==> config.mk <==
export PLATFORM = sky130hd
export DESIGN_NAME = tmds_rx_channel
export DESIGN_NICKNAME = d
export VERILOG_FILES = /design/src/rtl/tmds_rx_channel.sv
export SDC_FILE = /design/constraint.sdc
export NUM_CORES = 1
export LEC_CHECK = 0
export ABC_AREA = 1
export CAP_MARGIN = 20
export CORE_MARGIN = 2
export CORE_UTILIZATION = 45
export CTS_CLUSTER_DIAMETER = 40
export DETAILED_ROUTE_END_ITERATION = 6
export DONT_BUFFER_PORTS = 1
export GPL_TIMING_DRIVEN = 0
export SLEW_MARGIN = 10
export SYNTH_ARGS = -nofsm -noshare
export SYNTH_HDL_FRONTEND = slang
export SYNTH_SLANG_ARGS = --single-unit
export TNS_END_PERCENT = 5
==> constraint.sdc <==
create_clock -name clk_pix -period 1.55 [get_ports clk_pix]
set_input_delay 0.2325 -clock clk_pix [delete_from_list [all_inputs] [get_ports clk_pix]]
set_output_delay 0.2325 -clock clk_pix [all_outputs]
set_load 0.01 [all_outputs]
==> src/rtl/tmds_rx_channel.sv <==
// tmds_rx_channel: aligns raw deserialized 10-bit words using control-token runs
// and decodes the aligned TMDS symbols into pixel data or control bits.
module tmds_rx_channel #(
    parameter int unsigned CTRL_RUN   = 16,
    parameter int unsigned SEARCH_LEN = 2048
) (
    input  logic       clk_pix,
    input  logic       rst_pix,
    input  logic [9:0] tmds_in,
    output logic       de,
    output logic [7:0] data,
    output logic [1:0] ctrl,
    output logic       locked,
    output logic [3:0] offset
);

    localparam int unsigned SYM_W = 10;
    localparam int unsigned WIN_W = 2 * SYM_W;
    localparam int unsigned OFF_W = 4;
    localparam int unsigned WD_W  = $clog2(SEARCH_LEN) + 1;
    localparam int unsigned RUN_W = $clog2(CTRL_RUN) + 1;

    localparam logic [0:0] ST_SEARCH = 1'b0;
    localparam logic [0:0] ST_LOCKED = 1'b1;

    localparam logic [SYM_W-1:0] TOK_00 = 10'b1101010100;
    localparam logic [SYM_W-1:0] TOK_01 = 10'b0010101011;
    localparam logic [SYM_W-1:0] TOK_10 = 10'b0101010100;
    localparam logic [SYM_W-1:0] TOK_11 = 10'b1010101011;

    localparam logic [WD_W-1:0]  WD_LAST     = WD_W'(SEARCH_LEN - 1);
    localparam logic [RUN_W-1:0] RUN_MAX     = RUN_W'(CTRL_RUN);
    localparam logic [RUN_W-1:0] RUN_HIT_MIN = RUN_W'(CTRL_RUN - 1);
    localparam logic [OFF_W-1:0] OFF_LAST    = OFF_W'(9);

    logic [SYM_W-1:0] prev_q,   prev_d;
    logic [SYM_W-1:0] sym_q,    sym_d;
    logic [0:0]       state_q,  state_d;
    logic [OFF_W-1:0] offset_q, offset_d;
    logic [RUN_W-1:0] run_q,    run_d;
    logic [WD_W-1:0]  wd_q,     wd_d;
    logic             de_q,     de_d;
    logic [7:0]       data_q,   data_d;
    logic [1:0]       ctrl_q,   ctrl_d;

    logic [WIN_W-1:0] window;
    logic             is_tok;
    logic [1:0]       tok_val;
    logic [7:0]       dq;
    logic [7:0]       dec;
    logic             run_hit;
    logic             expiry;
    logic [OFF_W-1:0] offset_next;

    // Two-word window; prev sits in the low half so offset 0 passes prev through.
    always_comb begin
        window = {tmds_in, prev_q};
        prev_d = tmds_in;
        sym_d  = SYM_W'(window >> offset_q);
    end

    always_comb begin
        is_tok  = 1'b1;
        tok_val = 2'b00;
        case (sym_q)
            TOK_00:  tok_val = 2'b00;
            TOK_01:  tok_val = 2'b01;
            TOK_10:  tok_val = 2'b10;
            TOK_11:  tok_val = 2'b11;
            default: is_tok  = 1'b0;
        endcase
    end

    // Undo the optional inversion, then the XOR/XNOR transition chain.
    always_comb begin
        dq     = sym_q[9] ? ~sym_q[7:0] : sym_q[7:0];
        dec    = 8'h00;
        dec[0] = dq[0];
        for (int i = 1; i < 8; i++) begin
            dec[i] = sym_q[8] ? (dq[i] ^ dq[i-1]) : ~(dq[i] ^ dq[i-1]);
        end
    end

    always_comb begin
        run_hit     = is_tok && (run_q >= RUN_HIT_MIN);
        expiry      = (wd_q == WD_LAST);
        offset_next = (offset_q == OFF_LAST) ? OFF_W'(0) : offset_q + OFF_W'(1);
    end

    // Next-state: a run hit always takes priority over a watchdog expiry.
    always_comb begin
        state_d  = state_q;
        offset_d = offset_q;
        wd_d     = wd_q + WD_W'(1);
        run_d    = '0;
        if (is_tok) begin
            run_d = (run_q == RUN_MAX) ? run_q : run_q + RUN_W'(1);
        end
        if (run_hit) begin
            state_d = ST_LOCKED;
            wd_d    = '0;
        end else if (expiry) begin
            state_d  = ST_SEARCH;
            offset_d = offset_next;
            wd_d     = '0;
            run_d    = '0;
        end
    end

    // Decoded outputs are held at zero until the channel is locked.
    always_comb begin
        de_d   = 1'b0;
        data_d = 8'h00;
        ctrl_d = 2'b00;
        if (state_q == ST_LOCKED) begin
            if (is_tok) begin
                ctrl_d = tok_val;
            end else begin
                de_d   = 1'b1;
                data_d = dec;
            end
        end
    end

    always_ff @(posedge clk_pix) begin
        if (rst_pix) begin
            prev_q   <= '0;
            sym_q    <= '0;
            state_q  <= ST_SEARCH;
            offset_q <= '0;
            run_q    <= '0;
            wd_q     <= '0;
            de_q     <= 1'b0;
            data_q   <= 8'h00;
            ctrl_q   <= 2'b00;
        end else begin
            prev_q   <= prev_d;
            sym_q    <= sym_d;
            state_q  <= state_d;
            offset_q <= offset_d;
            run_q    <= run_d;
            wd_q     <= wd_d;
            de_q     <= de_d;
            data_q   <= data_d;
            ctrl_q   <= ctrl_d;
        end
    end

    assign de     = de_q;
    assign data   = data_q;
    assign ctrl   = ctrl_q;
    assign locked = (state_q == ST_LOCKED);
    assign offset = offset_q;

endmodule

== Word-level counts from Yosys, hierarchy flattened ==
Index checks and enable logic that the tools add are counted.

* Add/subtract/negate cells: 3
* Multipliers: 0
* Divide/modulo/power cells: 0
* Order comparisons: 1
* Equality and inequality tests: 7
* Shifts and indexed selects: 1
* Mux-type cells: 18
* Bitwise logic cells: 18
* Reductions and logical operators: 8

{| class="wikitable"
|+ Operator list
! kind !! number
|-
| 10-bit equality test (second input constant) || 2
|-
| 5-bit two-way mux || 4
|-
| 20-bit by 4-bit right shift with 10-bit output || 1
|-
| 12-bit by 1-bit adder with 12-bit output (second input constant) || 1
|-
| 12-bit by 11-bit equality test with 1-bit output (second input constant) || 1
|-
| 1-bit two-way mux || 11
|-
| 10-bit by 8-bit equality test with 1-bit output (second input constant) || 1
|-
| 10-bit by 9-bit equality test with 1-bit output (second input constant) || 1
|-
| 1-bit NOT || 10
|-
| 3-bit OR reduction || 3
|-
| 8-bit two-way mux || 1
|-
| 8-bit NOT || 1
|-
| 1-bit XOR || 7
|-
| 2-bit one-hot mux with 3 select lines || 1
|-
| 5-bit by 1-bit adder with 5-bit output (second input constant) || 1
|-
| 5-bit equality test (second input constant) || 1
|-
| 5-bit by 4-bit >= comparator with 1-bit output (second input constant) || 1
|-
| 4-bit by 1-bit adder with 4-bit output (second input constant) || 1
|-
| 4-bit equality test (second input constant) || 1
|-
| 4-bit two-way mux || 1
|-
| 4-bit OR reduction || 1
|-
| 2-bit AND reduction || 1
|-
| 2-bit nonzero test || 1
|-
| 2-bit OR reduction || 1
|-
| 1-bit logical AND || 1
|}

* Bits in registers: 53
* Bits in latches: 0
* RAM bits: 0
* ROM bits: 0
* Input bits: 12
* Output and inout bits: 16
* Logic and storage cells: 65
* Memories kept: 0

== Depth between registers and ports, before layout ==
* Depth after elaboration: 6
* Depth in mapped cells: 11
* Mapped depth without buffers: 11

== Least setup slack after synthesis ==
No wires, ideal clock.

* Path kind: reg-to-reg
* From: reg run_q[0]
* To: reg wd_q[8]
* Setup time: 0.066 ns
* Arrival: 1.424 ns
* Required time: 1.484 ns
* Setup slack: 0.060 ns
* Cell stages (with the launch flop): 11
* Buffers on the path: 1
* Clock period less this slack: 1.490 ns
* Path through: dfxtp_1 ha_1 nand2_1 nor2_1 ha_1 nor2_1 o21ai_2 nand2_8 nand3b_4 buf_12 a21oi_2

* Longest elaborated chain between the ends: 3

{| class="wikitable"
|+ Ends and longest elaborated chain
! item !! RTL line !! text
|-
| start, declared || 40 || <nowiki>logic [RUN_W-1:0] run_q, run_d;</nowiki>
|-
| start signal, assigned || 141 || <nowiki>run_q <= run_d;</nowiki>
|-
| 5-bit by 4-bit >= comparator with 1-bit output || 85 || <nowiki>run_hit = is_tok && (run_q >= RUN_HIT_MIN);</nowiki>
|-
| 1-bit logical AND || 85 ||
|-
| 3-bit OR reduction (no source line) || n/a ||
|-
| end signal, assigned || 142 || <nowiki>wd_q <= wd_d;</nowiki>
|-
| end, declared || 41 || <nowiki>logic [WD_W-1:0] wd_q, wd_d;</nowiki>
|}

No other way between the ends.
A chain may end at the register's enable or synchronous reset.

== Worst setup path in the final report ==
* From: reg run_q[0]
* To: reg wd_q[9]

Same word-level chain as after synthesis.

==> metrics.yaml <==
sta:
  timing.fmax_ghz: 0.649
  setup_viol: 0
  fin_crit_ps: 1540
  finalHoldViolCount: 0
  rsz0062_at_grt: "true"
  worst_slack_ps: 9.41
  relSlewSlack: 0.646
  worst_pin_slew_ps: 531
  final_max_slew_viol_count: 0
  fin_crit_sh: 0.994
  clock_skew_ps: 11.2
final_layout:
  fillCellCount: 646
  antennaDiodeCount: 0
  drive_gt1_frac: 0.172
  area_growth_pct: 11.9
  fin_area_sq_um: 3250
  final_nets: 447
  finalNonFillerCells: 507
synth:
  yosysMostFrequentCell: "nand2_1"
  async_reset_ff_frac: 0
  synth_edf_count: 0
  syn_avg_cell_area_sq_um: 6.98
  synth_fp_nets: 434
  synth.distinct_cells: 34
  synth_common_cells: "nand2_1, nand3_1, dfxtp_1"
  yosysTopAreaCellShare: 0.365
  synthTopCellsByArea: "dfxtp_1, nand3_1, nand2_1, inv_1, nor2_1"
  syn_inst: 416
  yosys_warnings: 0
  synth_area_sq_um: 2910
  synth_flop_cell: "dfxtp_1"
  synth_seq_area_share: 0.365
  yosys.area.top_type: "dfxtp_1"
  ys_ff_latch: 53
detailed_routing:
  wirelength_um: 6480
  vias: 2529
  antenna_left: 0
  drc: 0
  drtIter0Drc: 119
  dr.pass1.iters: 4
  viasPerCell: 4.99
  wl_per_cell_um: 12.8
power_and_ir_drop:
  max-vdd-ir-drop_uv: 324
  power.total_mw: 2.35
  power_per_cell_area_nw_per_um2: 724
  leakagePower_nw: 1.37
clock_network:
  clock_path_buffers: 2
  cts_buffers: 5
  clock_latency_ps: 310
  clock-sinks: 53
  h-tree-depth: 2
  cts_tree: "done"
  cts_root_buf: "clkbuf_8"
  clk_pin_slew_ps: 100
worst_setup_path:
  cp_max_fo: 8
  path_cells: "ha_4, nand2_4, nor2_4, ha_4, nor2_4, o21ai_4, nand2_8, nand3b_4, clkbuf_16, nor2_2"
  cp-end-kind: "register"
  crit_type: "reg -> reg"
  cp_data_required_time_ps: 1800
  critPathArrivalTime_ps: 1790
  cpMaxStageDelayCell: "dfxtp_4"
  slowest_delay_ps: 370
  startpoint_type: "register"
floorplanning:
  die-area_sq_um: 7110
  ios: 28
  start_util: 0.460
  row_count: 29
  die_w_um: 84.4
  core_sq_um: 6310
  fp.dieH_um: 84.4
placed_design:
  place.detailed.hpwl_um: 4810
  place_inst: 493
  io_buffers: 0
  postPlaceCellArea_sq_um: 3000
  place_ws_ps: -52.3
  routabilityCongestion: 0.890
global_routing:
  grt_max_degree: 16
  grt_pass1_wl_um: 10600
  grt.overflow.total: 0
  antenna_found_initial: 0
  grt_pass1_vias: 2307
  grt_use_total: 0.185
worst_hold_path:
  hp-class: "in -> reg"
outcome:
  status: "finished clean"
flow_run:
  maxCapViolations: 0
## placed cells by master, fill, tap and decap left out, types with 4 or more instances in the layout
master    instances
nor2_4            4
buf_4             7
nand3_1          75
nand2_2           6
o21ai_0           6
inv_1            43
nor2_1           35
nor2_2           15
clkbuf_8          5
nand2_1          94
nand2_4           4
nor3_1            4
dfxtp_1          48
a21oi_1          16
xor2_1           15
clkbuf_1          6
## power breakdown
group	total [mW]	leakage (nW)	switching, mW	internal [mW]
sequential	1.41	0.435	0.0180	1.39
combinational	0.179	0.894	0.106	0.0727
clock	0.767	0.0385	0.447	0.321
## critical path, delay by kind of cell, from the launching register on
kind / cells / cell delay [ps]
flops: 1 / 370
simple gates: 6 / 520
buf+inv: 1 / 180
fa+ha+maj: 2 / 320
compound gates: 1 / 80
## area by class of cell
type | count | area, sq um | area share
buffer | 17 | 118 | 0.0362
clock buffer | 7 | 76.3 | 0.0235
clock inverter | 1 | 7.51 | 0.00231
inverter | 47 | 180 | 0.0554
multi-input combinational | 299 | 1640 | 0.503
sequential | 53 | 1070 | 0.330
tap | 77 | 96.3 | 0.0296
timing repair buffer | 6 | 65.1 | 0.0200
## metal layers
layer  vias up  track usage  routed length (um)
met5         -            0                   0
met3         7       0.0590                 361
met1      1123        0.243                3070
met4         0       0.0592                  72
li1       1344            -                   -
met2        55        0.290                2970
## final timing paths
path / from / end / depth (start not counted) / slack, ps
setup / recovery: run_q[0] / wd_q[9] / 10 / 9
setup reg to reg: run_q[0] / wd_q[9] / 10 / 9
hold reg to reg: wd_q[0] / wd_q[0] / 1 / 420
hold / removal: tmds_in[2] / prev_q[2] / 2 / 10
## timing repair
| action | 4_1_cts | 5_1_grt |
|---|---|---|
| pin swaps | 2 | 9 |
| cloned | 0 | 1 |
| buffers inserted | 0 | 4 |
| hold buffers | 0 | 1 |
| resized for setup | 6 | 26 |
| hold endpoints to repair | 0 | 1 |
| setup endpoints to repair | 20 | 31 |
## registers in the layout, indices dropped and copies added, names as in the netlist
signal / cells
run_q: 5
wd_q: 12
data: 8
sym_q: 10
offset: 4
ctrl: 2
prev_q: 10
locked: 1
de: 1
## stage by stage
step                       util  hold slack (ps)  TNS, ps
final                     0.515             12.2        0
after global routing      0.515             6.96     -577
after CTS                 0.490             6.80    -1.75
after detailed placement  0.475              343     -402
after global placement    0.475              342     -305
after floorplan               -              339        0
## logic make-up after synthesis
logic type	Yosys count	synth area share
flip-flops	53	0.365
XOR/XNOR	18	0.0543
adder cells (fa/ha/maj)	6	0.0258
AO/OA/AOI/OAI	30	0.0581
buffers and inverters	64	0.0978
AND/OR/NAND/NOR	245	0.399
Power figures use the tool's default switching activity.
